==> config.mk <==
export PLATFORM = sky130hd
export DESIGN_NAME = memstream_cfg_sched
export DESIGN_NICKNAME = d
export VERILOG_FILES = /design/src/rtl/memstream_cfg_sched.sv
export SDC_FILE = /design/constraint.sdc
export NUM_CORES = 1
export LEC_CHECK = 0
export ABC_AREA = 1
export ABC_CLOCK_PERIOD_IN_PS = 2450
export CORE_UTILIZATION = 39
export DETAILED_ROUTE_END_ITERATION = 7
export PLACE_DENSITY = 0.89
export SKIP_LAST_GASP = 1
export SYNTH_ARGS = -nofsm -noshare
export SYNTH_HDL_FRONTEND = slang
export SYNTH_SLANG_ARGS = --single-unit
export TNS_END_PERCENT = 100
==> constraint.sdc <==
create_clock -name clk -period 2.45 [get_ports clk]
set_clock_uncertainty 0.05 [all_clocks]
set_input_delay 0.49 -clock clk [delete_from_list [all_inputs] [get_ports clk]]
set_output_delay 0.49 -clock clk [all_outputs]
set_load 0.1 [all_outputs]
==> src/rtl/memstream_cfg_sched.sv <==
// memstream_cfg_sched: shares memstream's config port between host accesses and a streamed bulk loader
module memstream_cfg_sched #(
  parameter int DEPTH = 512,
  parameter int WIDTH = 32,
  parameter int CW = $clog2(DEPTH+1),
  parameter int AW = $clog2(DEPTH),
  parameter int SW = ((WIDTH+7)/8)*8
) (
  input  logic             clk,
  input  logic             rst,
  input  logic             host_en,
  input  logic             host_wen,
  input  logic [31:0]      host_addr,
  input  logic [WIDTH-1:0] host_wdata,
  output logic             host_rack,
  output logic [WIDTH-1:0] host_rdata,
  input  logic             s_axis_tvalid,
  output logic             s_axis_tready,
  input  logic [SW-1:0]    s_axis_tdata,
  input  logic             load_start,
  input  logic [AW-1:0]    load_base,
  input  logic [CW-1:0]    load_count,
  output logic             load_busy,
  output logic             load_done,
  output logic             config_ce,
  output logic             config_we,
  output logic [31:0]      config_address,
  output logic [WIDTH-1:0] config_d0,
  input  logic [WIDTH-1:0] config_q0,
  input  logic             config_rack
);
  typedef enum logic [1:0] {IDLE, LOAD, DONE} state_t;
  state_t r_state;
  logic [AW-1:0] r_addr;
  logic [CW-1:0] r_idx, r_cnt;
  logic r_rd_pend;
  logic w_beat, w_last;
  // host always wins; a pending host read stalls the loader to keep read-after-write order
  assign s_axis_tready = (r_state == LOAD) & ~host_en & ~r_rd_pend;
  assign w_beat = s_axis_tvalid & s_axis_tready;
  assign w_last = r_idx == r_cnt - CW'(1);
  assign load_busy = r_state != IDLE;
  assign host_rack = config_rack & r_rd_pend;
  assign host_rdata = config_q0;
  always_ff @(posedge clk) begin
    if (rst) begin
      config_ce <= 1'b0;
      config_we <= 1'b0;
      config_address <= '0;
      config_d0 <= '0;
      load_done <= 1'b0;
      r_state <= IDLE;
      r_addr <= '0;
      r_idx <= '0;
      r_cnt <= '0;
      r_rd_pend <= 1'b0;
    end else begin
      config_ce <= host_en | w_beat;
      config_we <= host_en ? host_wen : w_beat;
      if (host_en | w_beat) begin
        config_address <= host_en ? host_addr : 32'(r_addr);
        config_d0 <= host_en ? host_wdata : s_axis_tdata[WIDTH-1:0];
      end
      r_rd_pend <= (host_en & ~host_wen) | (r_rd_pend & ~config_rack);
      load_done <= 1'b0;
      case (r_state)
        IDLE: if (load_start) begin
          r_addr <= load_base;
          r_cnt <= load_count;
          r_idx <= '0;
          r_state <= (load_count != '0) ? LOAD : IDLE;
          load_done <= (load_count == '0);
        end
        LOAD: if (w_beat) begin
          r_idx <= r_idx + CW'(1);
          // explicit wrap so non-power-of-two depths stay in range
          r_addr <= (r_addr == AW'(DEPTH-1)) ? '0 : r_addr + AW'(1);
          if (w_last) begin
            r_state <= DONE;
            load_done <= 1'b1;
          end
        end
        default: r_state <= IDLE;
      endcase
    end
  end
endmodule

==> out/metrics.yaml, run 1 <==
status: "finished, violations left"
violations: "design-rule violations"
switchingPower_uw: 1590
fmax_mhz: 491
p_clk_share_pct: 31.1
switching_share_pct: 35.7
drv_slew: 0
synth_seq_cells: 99
tightest_slew_ps: 682
power_frac_seq_pct: 40.0
start_util_pct: 40.6
p_int_uw: 2870
yosys.area_share.simple_pct: 24.9
grt_pass1_wl_um: 21900
yosysWarningCount: 0
setup_viol: 0
seq_area_frac_synth_pct: 42.1
cts_made_buffers: 9
finalHoldViolCount: 0
arrival_ps: 2220
synth.largest_area_cell: "dfxtp_1"
synthTopCellsByArea: "dfxtp_1 42%, nand2_1 16%, buf_4 5.6%"
clk_latency_ps: 350
total_leakage_power_uw: 0.00279
synth_top_family_by_area: "simple AND/OR/NAND/NOR gates"
finalNetCount: 962
p_comb_share_pct: 29.0
antennaDiodeCount: 0
dp_slack_ps: 400
cts_setup_buffers: 0
rows: 39
setup.worst_path.end_class: "flop"
grt_setup_unrepaired: "false"
synthFlopType: "dfxtp_1"
irDropWorstVdd_mv: 0.414
place_congestion: 0.873
core-area_um2: 11600
layout_setup_ws_ps: 412
rr_startpoint: "r_addr[0]$_SDFFE_PP0P_"
via_per_inst: 5.07
critPathKind: "flop to flop"
whs_endpoint: "config_address[25]$_SDFFE_PP0P_"
cts_tree: "done"
first_iter_violations: 223
synth-edff-count: 0
vias: 4827
async_flop_share_pct: 0
areaGrowthSynthToFinish_pct: 40.1
min_period_ps: 2040
cts_resized: 0
drt_wl_total_um: 13500
die_h_um: 112
io_buffers: 191
slew-limit-headroom_pct: 54.5
rr_worst_depth: 10
clk_pin_slew_ps: 70
power_density_nw_per_um2: 676
yosys.area_share.adder_pct: 1.06
grt_util_all_layers_pct: 21.8
drt_pass1_iterations: 7
min_path_cells: 2
synth-xor-area-share_pct: 0.930
setup-tns-final_ps: 0
grt_max_degree: 65
dp_hpwl_um: 9830
drcViolationCount: 10
fp.dieArea_um2: 12500
root_buffer: "clkbuf_16"
hold_path_class: "flop to flop"
cap_viol_max_count: 0
synth_compound_area_share_pct: 18.4
syn-num-nets: 816
synth.avg_cell_area_um2: 7.16
worst_r2r_endpoint: "r_addr[6]$_SDFFE_PP0P_"
fin_crit_sh_pct: 83.2
synth_area_um2: 4710
holdCritStartpoint: "config_address[25]$_SDFFE_PP0P_"
grt_pass1_vias: 4675
cp-start-kind: "flop"
ys_types: 38
die_w_um: 112
cts_max_level: 3
syn_inst: 658
drive_above_1_share_pct: 14.0
synth_mux_area_share_pct: 0
ant_nets: 0
path_max_fanout: 5
gr-total-overflow: 0
wl_per_cell_um: 14.2
required_ps: 2630
reg2reg_slack_ps: 410
cts_hold_buf: 0
cts_buffer_depth: 2
netlist.area_leader.share_pct: 42.1
clock-sinks: 99
antenna_found_initial: 0
io-pin-count: 256
[area by class of cell]
| cell class | instances | area (um2) |
|---|---|---|
| sequential | 99 | 1980 |
| clock inverter | 4 | 31.3 |
| timing repair buffer | 201 | 1840 |
| multi-input combinational | 445 | 2130 |
| fill | 1050 | 5010 |
| inverter | 48 | 180 |
| clock buffer | 12 | 256 |
| tap | 143 | 179 |
[per-layer routing]
metal / wire, um / GRT usage, %
met1: 5330 / 24.0
met2: 6940 / 39.5
met3: 1020 / 7.19
met4: 210 / 6.85
met5: 0 / 0
[power by group through the flow]
stage	registers, uW	clock network (uW)	logic (uW)
final	1780	1390	1290
after floorplan	2330	0	609
after global placement	1810	0	1280
after detailed placement	1820	0	1290
after CTS	1780	1410	1300
after global routing	1790	1490	1370
[logic make-up (layout without fill, tap and decap cells)]
family,Yosys count,after routing
AO/OA/AOI/OAI,157,157
XOR/XNOR,5,5
adder cells (fa/ha/maj),4,4
buffers and inverters,114,265
AND/OR/NAND/NOR,279,279
flip-flops,99,99
[stage by stage]
stage | utilization (%) | instances | total power (uW) | instance area [um2] | hold WS [ps]
after floorplan | - | 658 | 2940 | 4710 | 391
after global placement | 54.3 | 936 | 3090 | 6310 | 397
after detailed placement | 54.3 | 936 | 3110 | 6310 | 402
after CTS | 56.8 | 952 | 4490 | 6600 | 414
after global routing | 56.8 | 952 | 4650 | 6600 | 431
final | 56.8 | 952 | 4460 | 6600 | 409
[cells in the mapped netlist (5+ instances only)]
master    instances
o21ai_0          46
nor2_1           30
inv_1            42
a31oi_1          41
dfxtp_1          99
a22oi_1           5
a21oi_1          49
o21ai_1           9
clkbuf_1         19
nor3_1            6
buf_2             6
nand3_1          18
nand2_1         203
buf_4            35
[cells in the final DEF (no fill, tap or decap), drive strengths merged, types with 19 or more instances in the layout]
master / Yosys / final
nand2: 207 / 207
clkdlybuf4s50: 0 / 119
dfxtp: 99 / 99
buf: 46 / 82
o21ai: 55 / 55
a21oi: 49 / 49
inv: 45 / 48
a31oi: 41 / 41
nor2: 34 / 34
nand3: 19 / 19
[worst max-delay path by stage]
stage,startpoint,endpoint,cells after the start
6_report,r_addr[0]$_SDFFE_PP0P_,r_addr[6]$_SDFFE_PP0P_,10
5_1_grt,r_addr[0]$_SDFFE_PP0P_,r_addr[4]$_SDFFE_PP0P_,10
4_1_cts,r_addr[1]$_SDFFE_PP0P_,r_addr[6]$_SDFFE_PP0P_,10
3_3_place_gp,load_start,r_idx[7]$_SDFFE_PP0P_,8
3_5_place_dp,s_axis_tvalid,r_idx[7]$_SDFFE_PP0P_,8
2_1_floorplan,host_en,r_idx[7]$_SDFFE_PP0P_,10
[registers in the layout (all words and copies together), names as in the netlist]
| signal | flops |
|---|---|
| config_address | 32 |
| config_ce | 1 |
| config_d0 | 32 |
| config_we | 1 |
| load_done | 1 |
| r_addr | 9 |
| r_cnt | 10 |
| r_idx | 10 |
| r_rd_pend | 1 |
| r_state | 2 |
[worst max-delay path, stage by stage (launching register included)]
cell and delay, ps:
dfxtp_1 400, ha_1 180, nand2_1 80, or3b_1 420
nor3_1 160, ha_1 220, nor2_4 60, inv_1 120
o21ai_0 100, nand2_1 70, a21oi_1 50
(Power assumes the default switching activity.)
==> run 2: changes to the inputs <==
--- a/config.mk
+++ b/config.mk
@@ -6,10 +6,10 @@
 export NUM_CORES = 1
 export LEC_CHECK = 0
 export ABC_AREA = 1
-export ABC_CLOCK_PERIOD_IN_PS = 2450
-export CORE_UTILIZATION = 39
+export ABC_CLOCK_PERIOD_IN_PS = 1800
+export CORE_UTILIZATION = 36
 export DETAILED_ROUTE_END_ITERATION = 7
-export PLACE_DENSITY = 0.89
+export PLACE_DENSITY = 0.87
 export SKIP_LAST_GASP = 1
 export SYNTH_ARGS = -nofsm -noshare
 export SYNTH_HDL_FRONTEND = slang
==> constraint.sdc (replaced) <==
create_clock -name clk -period 1.8 [get_ports clk]
set_clock_uncertainty 0.05 [all_clocks]
set_input_delay 0.36 -clock clk [delete_from_list [all_inputs] [get_ports clk]]
set_output_delay 0.36 -clock clk [all_outputs]
set_load 0.1 [all_outputs]
==> out/metrics.yaml, run 2 (synthesis results as in run 1) <==
status: "finished, violations left"
violations: "negative setup slack"
setup_viol: 5
first_iter_violations: 268
areaGrowthSynthToFinish_pct: 64.2
cp_top_family: "simple AND/OR/NAND/NOR gates"
cts_buffer_depth: 2
wl_per_cell_um: 15.1
switchingPower_uw: 2300
irDropWorstVdd_mv: 0.478
start_util_pct: 37.2
p_int_uw: 4400
arrival_ps: 2020
dp_slack_ps: -129
drv_slew: 0
drive_above_1_share_pct: 18.0
slew-limit-headroom_pct: 62.7
power_frac_seq_pct: 37.0
finalNetCount: 980
critPathKind: "flop to flop"
core-area_um2: 12700
rows: 41
cts_max_level: 3
die_h_um: 116
root_buffer: "clkbuf_16"
cts_made_buffers: 9
clock-sinks: 99
antenna_found_initial: 0
slowest_stage: "or3b_4"
clk_latency_ps: 340
stdcell_count: 999
power_density_nw_per_um2: 865
cts_tree: "done"
place_inst: 982
die_w_um: 116
drt_wl_total_um: 15100
min_period_ps: 1860
cp_num_buf_inv: 1
path_cells: "ha_4, nand2_2, or3b_4, nor3_4, ha_2, nor2_4, inv_2, a211oi_1, o21ai_1, a21oi_1"
largest_registers: "config_address x32, config_d0 x32"
required_ps: 1960
total_leakage_power_uw: 0.00313
io-pin-count: 256
grt_util_all_layers_pct: 22.8
io_buffers: 191
gr-total-overflow: 0
antennaDiodeCount: 0
switching_share_pct: 34.3
grt_pass1_vias: 5218
hold_path_class: "input pin to flop"
fp.dieArea_um2: 13500
path_max_fanout: 5
grt_pass1_wl_um: 24000
p_comb_share_pct: 31.4
clk_pin_slew_ps: 80
finalHoldViolCount: 0
layout_setup_ws_ps: -59.5
p_clk_share_pct: 31.6
setup-tns-final_ps: -92.9
cap_viol_max_count: 0
final_cell_mix: "202 x nand2_1, 119 x clkdlybuf4s50_1, 96 x dfxtp_1"
drcViolationCount: 0
tightest_slew_ps: 558
fin_crit_sh_pct: 103
fmax_mhz: 538
grt_max_degree: 65
place_congestion: 0.858
cp-start-kind: "flop"
final_common_cell: "nand2_1"
drt_pass1_iterations: 4
slowest_delay_ps: 390
grt_setup_unrepaired: "true"
vias: 5053
cts_hold_buf: 0
whs_ps: 231
dp_hpwl_um: 11300
setup.worst_path.end_class: "flop"
via_per_inst: 5.06
ant_nets: 0
run 2: changes by cell type in the layout (fill, tap and decap cells not counted), moves of 3 or more:
cell / change
buf_12: +68
buf_4: -50
dfxtp_1: -3
dfxtp_2: +3
ha_1: -3
o21ai_0: -3
run 2: layout make-up:
cell class                 instances  area (um2)
inverter                          48         183
clock inverter                     7        97.6
fill                            1045        4940
tap                              172         215
sequential                        99        1990
multi-input combinational        445        2200
clock buffer                       9         225
timing repair buffer             219        2830
run 2: through the flow:
step                      cell area [um2]  utilization, %  power (uW)
final                                7730            61.0        6690
after global routing                 7730            61.0        6940
after CTS                            7680            60.6        6700
after detailed placement             7340            57.9        4590
after global placement               7340            57.9        4550
after floorplan                      4720               -        4000
run 2: what timing repair did:
item / CTS / global route
endpoints found under the setup margin: 6 / 11
pin swaps: 2 / 4
gates resized for setup: 6 / 12
setup buffers: 0 / 1
run 2: layer usage:
| layer | global-route usage, % | vias up | share of wire (%) |
|---|---|---|---|
| met3 | 5.97 | 46 | 6.9 |
| met1 | 24.0 | 2348 | 37 |
| li1 | - | 2467 | - |
| met5 | 0 | - | 0 |
| met2 | 41.3 | 192 | 52 |
| met4 | 12.5 | 0 | 3.9 |
run 2: power groups by stage:
stage	registers (uW)	logic, uW	clock network, uW
floorplan	3170	830	0
global placement	2510	2040	0
detailed placement	2520	2070	0
CTS	2480	2090	2140
global route	2490	2220	2220
finish	2480	2100	2110
run 2: final timing paths:
kind / startpoint / to / slack [ps] / depth (start not counted)
worst max-delay path: r_addr[1]$_SDFFE_PP0P_ / r_addr[7]$_SDFFE_PP0P_ / -60 / 10
worst min-delay path: rst / config_ce$_SDFF_PP0_ / 230 / 2
worst max register to register: r_addr[1]$_SDFFE_PP0P_ / r_addr[7]$_SDFFE_PP0P_ / -60 / 10
worst min register to register: r_cnt[9]$_SDFFE_PP0P_ / r_cnt[9]$_SDFFE_PP0P_ / 450 / 2
==> run 3: changes to the inputs <==
--- a/config.mk
+++ b/config.mk
@@ -10,6 +10,7 @@
 export CORE_UTILIZATION = 36
 export DETAILED_ROUTE_END_ITERATION = 7
 export PLACE_DENSITY = 0.87
+export SKIP_CTS_REPAIR_TIMING = 1
 export SKIP_LAST_GASP = 1
 export SYNTH_ARGS = -nofsm -noshare
 export SYNTH_HDL_FRONTEND = slang
==> out/metrics.yaml, run 3 (synthesis results as in run 1) <==
tightest_slew_ps: 555
io_buffers: 191
slew-limit-headroom_pct: 63.0
path_max_fanout: 5
drive_above_1_share_pct: 18.0
clk_latency_ps: 340
grt_setup_unrepaired: "true"
cap_viol_max_count: 0
cts_tree: "done"
clk_pin_slew_ps: 80
required_ps: 1960
grt_pass1_wl_um: 24000
total_leakage_power_uw: 0.00313
wl_per_cell_um: 15.1
arrival_ps: 2030
vias: 5066
rows: 41
largest_registers: "config_address x32, config_d0 x32"
fp.dieArea_um2: 13500
grt_max_degree: 65
hold_path_class: "input pin to flop"
start_util_pct: 37.2
antenna_found_initial: 0
violations: "negative setup slack"
cts_buffer_depth: 2
drcViolationCount: 0
grt_pass1_vias: 5191
fmax_mhz: 534
io-pin-count: 256
dp_hpwl_um: 11300
power_density_nw_per_um2: 865
via_per_inst: 5.07
cp_num_buf_inv: 1
final_common_cell: "nand2_1"
slowest_stage: "or3b_4"
drt_pass1_iterations: 4
grt_util_all_layers_pct: 22.8
first_iter_violations: 272
ant_nets: 0
min_period_ps: 1870
critPathKind: "flop to flop"
place_congestion: 0.858
finalHoldViolCount: 0
cts_made_buffers: 9
gr-total-overflow: 0
finalNetCount: 980
root_buffer: "clkbuf_16"
path_cells: "ha_4, nand2_2, or3b_4, nor3_4, ha_2, nor2_4, inv_2, a211oi_1, o21ai_1, a21oi_1"
cts_max_level: 3
cp-start-kind: "flop"
die_w_um: 116
layout_setup_ws_ps: -72.1
dp_slack_ps: -129
irDropWorstVdd_mv: 0.478
fin_crit_sh_pct: 104
core-area_um2: 12700
setup.worst_path.end_class: "flop"
setup-tns-final_ps: -165
antennaDiodeCount: 0
clock-sinks: 99
cp_top_family: "simple AND/OR/NAND/NOR gates"
final_cell_mix: "202 x nand2_1, 119 x clkdlybuf4s50_1, 96 x dfxtp_1"
areaGrowthSynthToFinish_pct: 64.2
die_h_um: 116
setup_viol: 5
drv_slew: 0
slowest_delay_ps: 410
status: "finished, violations left"
drt_wl_total_um: 15100
## run 3: routing by layer
layer  vias to the layer above  part of all wire, %  GRT usage, %
li1                       2463                    -             -
met1                      2370                   37          24.3
met3                        45                  6.8          5.92
met2                       188                   53          41.2
met4                         0                  3.8          12.1
met5                         -                    0             0
## run 3: power breakdown
part / leakage [uW] / internal [uW] / switching, uW
logic: 0.00216 / 836 / 1270
clock network: 0.000152 / 1230 / 885
registers: 0.000818 / 2330 / 144
total: 0.00313 / 4400 / 2290
## run 3: final timing paths
| check | to | cells after the start | start | slack (ps) |
|---|---|---|---|---|
| worst min register to register | r_cnt[8]$_SDFFE_PP0P_ | 2 | r_cnt[8]$_SDFFE_PP0P_ | 450 |
| worst max register to register | r_addr[7]$_SDFFE_PP0P_ | 10 | r_addr[0]$_SDFFE_PP0P_ | -70 |
| worst max-delay path | r_addr[7]$_SDFFE_PP0P_ | 10 | r_addr[0]$_SDFFE_PP0P_ | -70 |
| worst min-delay path | config_ce$_SDFF_PP0_ | 2 | rst | 240 |
## run 3: final cells by class
cell class                 count  area [um2]
clock buffer                   9         225
sequential                    99        1990
tap                          172         215
inverter                      48         183
clock inverter                 7        97.6
fill                        1045        4940
multi-input combinational    445        2200
timing repair buffer         219        2830
## run 3: through the flow
stage                     area (um2)  power (uW)  hold slack, ps  std cells  utilization, %
final                           7730        6690             238        999            61.0
after global routing            7730        6940             238        999            61.0
after CTS                       7660        6700             224        998            60.5
after detailed placement        7340        4590             432        982            57.9
after global placement          7340        4550             409        982            57.9
after floorplan                 4720        4000             391        658               -
